File: src/rtl/addsub_share_arbiter.sv
// Purpose : round-robin share of one 32-bit ripple add/sub unit among NREQ requesters, results queued in order.
// Latency : result visible at the response head one cycle after acceptance when the response FIFO is empty.
// Backpr. : a full response FIFO withholds every grant; rsp_ready has no combinational path to req_ready.
//
// Ports
//    clk, rst                      rising-edge clock, synchronous active-high reset
//    req_valid/req_ready           per-requester handshake, req_ready is a one-hot grant
//    req_a/req_b/req_sub           packed operands, requester i in bits [32*i +: 32]; sub=1 -> A-B
//    rsp_valid/rsp_ready           response FIFO head handshake
//    rsp_id/rsp_sum/rsp_cout       head: requester index, result mod 2^32, carry (add) or borrow (sub)
//    ops_cnt                       accepted-operation counter, wraps
//    rsp_ovf                       signed overflow of the head, only with ADDSUB_ARB_OVF_EN defined
//
// Build option: define ADDSUB_ARB_OVF_EN to add the rsp_ovf port and a stored overflow bit per entry.

module addsub_share_arbiter #(
   parameter int NREQ       = 4,
   parameter int FIFO_DEPTH = 2
) (
   input  logic                 clk,
   input  logic                 rst,
   input  logic [NREQ-1:0]      req_valid,
   output logic [NREQ-1:0]      req_ready,
   input  logic [32*NREQ-1:0]   req_a,
   input  logic [32*NREQ-1:0]   req_b,
   input  logic [NREQ-1:0]      req_sub,
   output logic                 rsp_valid,
   input  logic                 rsp_ready,
   output logic [$clog2(NREQ)-1:0] rsp_id,
   output logic [31:0]          rsp_sum,
   output logic                 rsp_cout,
   output logic [15:0]          ops_cnt
`ifdef ADDSUB_ARB_OVF_EN
   ,
   output logic                 rsp_ovf
`endif
);

   localparam int IDW = $clog2(NREQ);
   localparam int PW  = $clog2(FIFO_DEPTH);
   localparam logic [PW:0] DEPTH_C = (PW+1)'(FIFO_DEPTH);

   // state
   logic [IDW-1:0] ptr_q, ptr_d;
   logic [PW-1:0]  wr_q, wr_d;
   logic [PW-1:0]  rd_q, rd_d;
   logic [PW:0]    cnt_q, cnt_d;
   logic [15:0]    ops_q, ops_d;

   logic [IDW-1:0] id_mem   [FIFO_DEPTH];
   logic [31:0]    sum_mem  [FIFO_DEPTH];
   logic           cout_mem [FIFO_DEPTH];
`ifdef ADDSUB_ARB_OVF_EN
   logic           ovf_mem  [FIFO_DEPTH];
`endif

   // arbitration
   logic           found;
   logic [IDW-1:0] win;
   logic           grant;
   logic           push;
   logic           pop;

   // shared datapath
   logic [31:0]    op_a;
   logic [31:0]    op_b;
   logic           op_sub;
   logic [31:0]    op_bx;
   logic [31:0]    sum;
   logic [32:0]    carry;
   logic           cout;
   logic           ovf;

   // Rotating priority search: ptr has highest priority, then ptr+1, ... wrapping at NREQ.
   always_comb begin
      found = 1'b0;
      win   = '0;
      for (int k = 0; k < NREQ; k++) begin
         if (!found && req_valid[(int'(ptr_q) + k) % NREQ]) begin
            found = 1'b1;
            win   = IDW'((int'(ptr_q) + k) % NREQ);
         end
      end
   end

   // Grant depends only on local state, never on rsp_ready, so a full FIFO blocks until a pop lands.
   assign grant = found && (cnt_q != DEPTH_C) && !rst;
   assign push  = grant;
   assign pop   = rsp_valid && rsp_ready;

   always_comb begin
      req_ready = '0;
      for (int i = 0; i < NREQ; i++) begin
         req_ready[i] = grant && (win == IDW'(i));
      end
   end

   // Operand mux into the single shared adder.
   always_comb begin
      op_a   = '0;
      op_b   = '0;
      op_sub = 1'b0;
      for (int i = 0; i < NREQ; i++) begin
         if (win == IDW'(i)) begin
            op_a   = req_a[32*i +: 32];
            op_b   = req_b[32*i +: 32];
            op_sub = req_sub[i];
         end
      end
   end

   // Ripple-carry adder; subtraction is A + ~B + 1 with the +1 entering as carry-in.
   assign op_bx    = op_sub ? ~op_b : op_b;
   assign carry[0] = op_sub;

   for (genvar g = 0; g < 32; g++) begin : g_ripple
      assign sum[g]     = op_a[g] ^ op_bx[g] ^ carry[g];
      assign carry[g+1] = (op_a[g] & op_bx[g]) | (carry[g] & (op_a[g] ^ op_bx[g]));
   end

   // For subtraction the raw carry is "no borrow"; flip it so 1 means borrow.
   assign cout = carry[32] ^ op_sub;

   assign ovf = op_sub ? ((op_a[31] != op_b[31]) && (sum[31] != op_a[31]))
                       : ((op_a[31] == op_b[31]) && (sum[31] != op_a[31]));

   // next-state
   always_comb begin
      ptr_d = ptr_q;
      wr_d  = wr_q;
      rd_d  = rd_q;
      cnt_d = cnt_q;
      ops_d = ops_q;
      if (push) begin
         ptr_d = (win == IDW'(NREQ-1)) ? '0 : win + 1'b1;
         wr_d  = wr_q + 1'b1;
         ops_d = ops_q + 16'd1;
      end
      if (pop) begin
         rd_d = rd_q + 1'b1;
      end
      case ({push, pop})
         2'b10:   cnt_d = cnt_q + 1'b1;
         2'b01:   cnt_d = cnt_q - 1'b1;
         default: cnt_d = cnt_q;
      endcase
   end

   // Storage is cleared on reset so the head fields read 0 until the first result lands.
   always_ff @(posedge clk) begin
      if (rst) begin
         ptr_q <= '0;
         wr_q  <= '0;
         rd_q  <= '0;
         cnt_q <= '0;
         ops_q <= '0;
         for (int i = 0; i < FIFO_DEPTH; i++) begin
            id_mem[i]   <= '0;
            sum_mem[i]  <= '0;
            cout_mem[i] <= 1'b0;
`ifdef ADDSUB_ARB_OVF_EN
            ovf_mem[i]  <= 1'b0;
`endif
         end
      end else begin
         ptr_q <= ptr_d;
         wr_q  <= wr_d;
         rd_q  <= rd_d;
         cnt_q <= cnt_d;
         ops_q <= ops_d;
         if (push) begin
            id_mem[wr_q]   <= win;
            sum_mem[wr_q]  <= sum;
            cout_mem[wr_q] <= cout;
`ifdef ADDSUB_ARB_OVF_EN
            ovf_mem[wr_q]  <= ovf;
`endif
         end
      end
   end

   assign rsp_valid = (cnt_q != '0);
   assign rsp_id    = id_mem[rd_q];
   assign rsp_sum   = sum_mem[rd_q];
   assign rsp_cout  = cout_mem[rd_q];
   assign ops_cnt   = ops_q;
`ifdef ADDSUB_ARB_OVF_EN
   assign rsp_ovf   = ovf_mem[rd_q];
`else
   // Overflow is only stored when the option is built in.
   logic unused_ovf;
   assign unused_ovf = ovf;
`endif

endmodule

File: config.mk
export PLATFORM = sky130hd
export DESIGN_NAME = addsub_share_arbiter
export DESIGN_NICKNAME = d
export VERILOG_FILES = /design/src/rtl/addsub_share_arbiter.sv
export SDC_FILE = /design/constraint.sdc
export NUM_CORES = 1
export LEC_CHECK = 0
export CAP_MARGIN = 40
export CORE_ASPECT_RATIO = 0.9
export CORE_MARGIN = 2
export CORE_UTILIZATION = 39
export CTS_CLUSTER_SIZE = 40
export DETAILED_ROUTE_END_ITERATION = 7
export GPL_TIMING_DRIVEN = 0
export PLACE_DENSITY = 0.87
export SETUP_SLACK_MARGIN = 0.1
export SYNTH_ARGS = -nofsm -noshare
export SYNTH_HDL_FRONTEND = slang
export SYNTH_SLANG_ARGS = --single-unit
File: constraint.sdc
create_clock -name clk -period 18.2 [get_ports clk]
set_input_delay 2.73 -clock clk [delete_from_list [all_inputs] [get_ports clk]]
set_output_delay 2.73 -clock clk [all_outputs]
set_load 0.02 [all_outputs]
# Word-level counts from Yosys, hierarchy flattened
# Memories as Yosys holds them, arrays and structs flattened. A register that Yosys moved wholly into a read port is not among the register bits.
# Cells that the tools add are included.
# op_classes
addsub,9
bitwise,165
muxes,54
magnitude_cmp,4
reduce_logical,23
div_mod_pow,0
n_eq_ne,6
multipliers,0
shifts,0
# ops
operator,count
$mux W32,10
$xor A1 B1 Y1,65
$and A1 B1 Y1,64
$mux W1,33
$not A32 Y32,1
$or A1 B1 Y1,32
$reduce_or A32 Y1,1
$add A16 B1 Y16 const B,1
$lt A3 B4 Y1 const B,3
$mux W2,6
$logic_and A1 B1 Y1,10
$bmux W1 S2,4
$reduce_or A2 Y1,4
$add A2 B1 Y2 const B,3
$eq A2 B2 Y1 const B,3
$add A2 B2 Y2 const B,2
$eq A2 B1 Y1 const B,2
$logic_not A1 Y1,4
$pmux W2 S2,1
$reduce_bool A2 Y1,2
$and A1 B1 Y1 const A,3
$lt A2 B3 Y1 const B,1
$add A1 B1 Y1 const B,2
$logic_not A2 Y1,1
other kinds (3),3
# word_totals
latchBits,0
romBits,0
wordCells,269
n_memories,3
mem_bits_rw,70
regBits,22
input_bits,267
output_inout_bits,56
# mem_list
name,words,word_bits,rd,rd_clocked_by_memory_dff,write_ports,line_no,text
sum_mem,2,32,1,1,2,51,logic [31:0] sum_mem [FIFO_DEPTH];
id_mem,2,2,1,1,2,50,logic [IDW-1:0] id_mem [FIFO_DEPTH];
cout_mem,2,1,1,1,2,52,logic cout_mem [FIFO_DEPTH];

# Longest topological paths before layout
# logic_depth
depth_word,88
mapped_depth,47
depth_no_buf,44

# Worst setup path after synthesis
# Ideal clock, no wire load.
# synth_path
path_kind,input to register
startpoint,input req_valid[3]
endpoint,"memory cout_mem[1], data pin"
n_path_buf,3
required_time_ns,18.052
path_stages,46
t_arrival_ns,17.030
setup_time_ns,0.148
slack_ns,1.023
path_cell_list,nand2b_1 > a21boi_0 > or4_1 > inv_1 > ha_1 > clkbuf_1 > buf_1 > buf_1 > a221oi_1 > nor3_1 > a21oi_1 > fa_1 > fa_1 > fa_1 > fa_1 > fa_1 > fa_1 > inv_1 > [... 10 more ...] > fa_1 > fa_1 > fa_1 > fa_1 > fa_1 > fa_1 > fa_1 > fa_1 > fa_1 > fa_1 > fa_1 > fa_1 > fa_1 > fa_1 > fa_1 > fa_1 > a21o_1 > a21oi_1
# synth_rtl
item,line_no,text
from (decl),22,"input logic [NREQ-1:0] req_valid,"
to (decl),52,

==> impl_metrics.env <==
export IMPL_end_kind="register"
export IMPL_seqCellArea_sq_mm=0.00256
export IMPL_numCtsBuffers=9
export IMPL_clk_latency_ps=350
export IMPL_avgRoutedWirePerCell_microns=21.2
export IMPL_fin_crit_sh_pct=97.7
export IMPL_max_cap_violations=0
export IMPL_final_hold_viol_count=0
export IMPL_place_inst=1375
export IMPL_syn_area_sq_mm=0.00716
export IMPL_nets=1452
export IMPL_wl_microns=29600
export IMPL_maxSlewViolCount=0
export IMPL_arrival_ps=17850
export IMPL_async_flop_share_pct=0
export IMPL_fin_crit_ps=17770
export IMPL_cts_sinks=93
export IMPL_fin_cells=1397
export IMPL_clk_path_buf_depth=2
export IMPL_num_rows=46
export IMPL_start_util_pct=40.3
export IMPL_p_switching_uw=919
export IMPL_clkTransAtPathRegs_ps=70
export IMPL_die_h_microns=133
export IMPL_avgSynthCellArea_sq_um=8.81
export IMPL_fill_cells=1471
export IMPL_die_x_microns=147
export IMPL_start_kind="input pin"
export IMPL_placed_area_sq_mm=0.0107
export IMPL_slowest_stage="fa_2"
export IMPL_area_growth_pct=54.9
export IMPL_required_ps=18280
export IMPL_grt_setup_unrepaired="false"
export IMPL_fin_tns_setup_ps=0
export IMPL_p_int_uw=1030
export IMPL_ir_worst_vdd_mv=0.0922
export IMPL_overflow=0
export IMPL_dp_slack_ps=-1730
export IMPL_leakagePower_uw=0.00412
export IMPL_max_freq_mhz=56.3
export IMPL_cts_root_buf="clkbuf_16"
export IMPL_cts_hold_fix_buffers=0
export IMPL_gp_congestion=0.919
export IMPL_pwr_share_clk_pct=9.4
export IMPL_coreArea_sq_mm=0.0178
export IMPL_ant_nets=0
export IMPL_swShare_pct=47.2
export IMPL_multi_input_area_sq_mm=0.00420
export IMPL_synth_edf_count=70
export IMPL_status="complete, no violations"
export IMPL_drc=0
export IMPL_power_frac_comb_pct=72.5
export IMPL_maxSlewHeadroom_pct=40.5
export IMPL_drive_above_1_share_pct=8.15
export IMPL_drtPass1Iterations=5
export IMPL_grtUsageTotal_pct=29.7
export IMPL_h_tree_depth=3
export IMPL_antenna_found_initial=4
export IMPL_routed_via_density=5.54
export IMPL_fin_skew_ps=7.92
export IMPL_layout_setup_ws_ps=426
export IMPL_portBuffers=322
export IMPL_yosys_warnings=0
export IMPL_postLayoutCellArea_sq_mm=0.0111
export IMPL_final_cell_mix="clkdlybuf4s50_1, a21oi_1, nor2_1"
export IMPL_syn_instance_count=813
export IMPL_grt_pass1_vias=7725
export IMPL_seq_area_frac_synth_pct=35.8
export IMPL_grt_pass1_wl_microns=44400
export IMPL_critPathMostFrequentCell="fa_1"
export IMPL_drt_first_iter_violations=693
export IMPL_synth_seq_cells=93
export IMPL_io_pins=323
export IMPL_cts_tree="built"
export IMPL_max_slew_worst_pin_slew_ps=889
export IMPL_grt_max_degree=36
export IMPL_finalSetupViolCount=0
export IMPL_hold_path_class="reg2reg"
export IMPL_max_stage_delay_ps=590
export IMPL_dp_hpwl_microns=23700
export IMPL_ys_flop_type="edfxtp_1"
export IMPL_synth_cell_type_count=44
export IMPL_seqPwrFrac_pct=18.1
export IMPL_synth_nets=1117
export IMPL_final_common_cell="clkdlybuf4s50_1"
export IMPL_dieArea_sq_mm=0.0195
export IMPL_power_density_mw_per_mm2=175
export IMPL_vias=7739
export IMPL_worstSetupPathType="in2reg"
export IMPL_critical_path_max_fanout=10
power groups by stage:
stage          sequential [uW]  combinational, uW  clock, uW
2_1_floorplan              350                832          0
3_3_place_gp               351               1320          0
3_5_place_dp               356               1350          0
4_1_cts                    352               1380        182
5_1_grt                    359               1520        191
6_report                   352               1410        183
layer usage:
layer	global-route usage, %	share of wire [%]
met3	4.90	7.4
met5	0	0
met4	7.77	2.5
met1	37.8	39
met2	52.6	51
final timing paths:
| kind | from | end | slack, ps | cells after the start |
|---|---|---|---|---|
| setup / recovery | req_valid[1] | sum_mem[0][31] | 430 | 47 |
| hold / removal | wr_q | wr_q | 470 | 2 |
| setup reg to reg | ptr_q[0] | sum_mem[0][31] | 2680 | 46 |
| hold reg to reg | wr_q | wr_q | 470 | 2 |
metrics by stage:
step           hold WS (ps)  total power, uW  utilization, %
3_5_place_dp            459             1710            60.1
5_1_grt                 506             2070            62.4
6_report                466             1950            62.4
2_1_floorplan           444             1180               -
4_1_cts                 465             1910            62.2
3_3_place_gp            454             1670            60.1
synth_stat cells, drive strengths merged (3+ instances only):
| master | number | area (sq um) |
|---|---|---|
| a21oi | 112 | 561 |
| a221oi | 30 | 263 |
| a22oi | 32 | 240 |
| and2 | 5 | 31.3 |
| buf | 20 | 90.1 |
| clkbuf | 50 | 188 |
| dfxtp | 23 | 460 |
| edfxtp | 70 | 2100 |
| fa | 31 | 621 |
| ha | 6 | 75.1 |
| inv | 44 | 165 |
| mux2 | 35 | 394 |
| nand2 | 50 | 188 |
| nand2b | 8 | 50.1 |
| nand3 | 7 | 35.0 |
| nand4 | 3 | 18.8 |
| nor2 | 75 | 282 |
| nor2b | 61 | 382 |
| nor3 | 31 | 155 |
| o211ai | 3 | 22.5 |
| o21ai | 37 | 185 |
| o311ai | 3 | 26.3 |
| o31ai | 6 | 45.0 |
| or3 | 5 | 31.3 |
| or4 | 10 | 78.8 |
| xnor2 | 5 | 43.8 |
| xor2 | 32 | 280 |
critical path: cells and delay by family:
| family | cells | cell delay, ps |
|---|---|---|
| AO/OA/AOI/OAI | 2 | 350 |
| XOR/XNOR | 1 | 180 |
| adder cells (fa/ha/maj) | 32 | 12420 |
| buffers and inverters | 8 | 1190 |
| AND/OR/NAND/NOR | 4 | 950 |
cells by family (layout without fill, tap and decap cells):
kind of cell / after synthesis / count (layout) / share of synthesized area [%]
adders and majority gates: 37 / 37 / 9.72
and+or+nand+nor: 261 / 261 / 18.1
DFF: 93 / 93 / 35.8
other: 0 / 4 / 0
muxes: 35 / 35 / 5.50
AOI/OAI and AO/OA: 236 / 236 / 20.2
xor gates and xnor gates: 37 / 37 / 4.53
buffers and inverters: 114 / 454 / 6.19
cell type report:
cell class | count | area share, %
Clock buffer | 11 | 2.28
Antenna cell | 4 | 0.0902
Inverter | 44 | 1.49
Clock inverter | 5 | 0.383
Tap cell | 240 | 2.71
Sequential cell | 93 | 23.1
Timing Repair Buffer | 324 | 29.1
Buffer | 70 | 2.98
Multi-Input combinational cell | 606 | 37.9
flip-flops by register name, summed over array words and instances (netlist names), named ones only:
register	flops
cnt_q	2
cout_mem	2
id_mem	4
ops_cnt	16
ptr_q	2
rd_q	1
sum_mem	64
wr_q	1
repair_timing:
action | CTS | global route
gates cloned | 0 | 0
resized for setup | 30 | 18
endpoints found under the setup margin | 10 | 4
setup buffers | 2 | 0
pin swaps | 3 | 3
No activity file was read; power rests on OpenSTA's default activity.
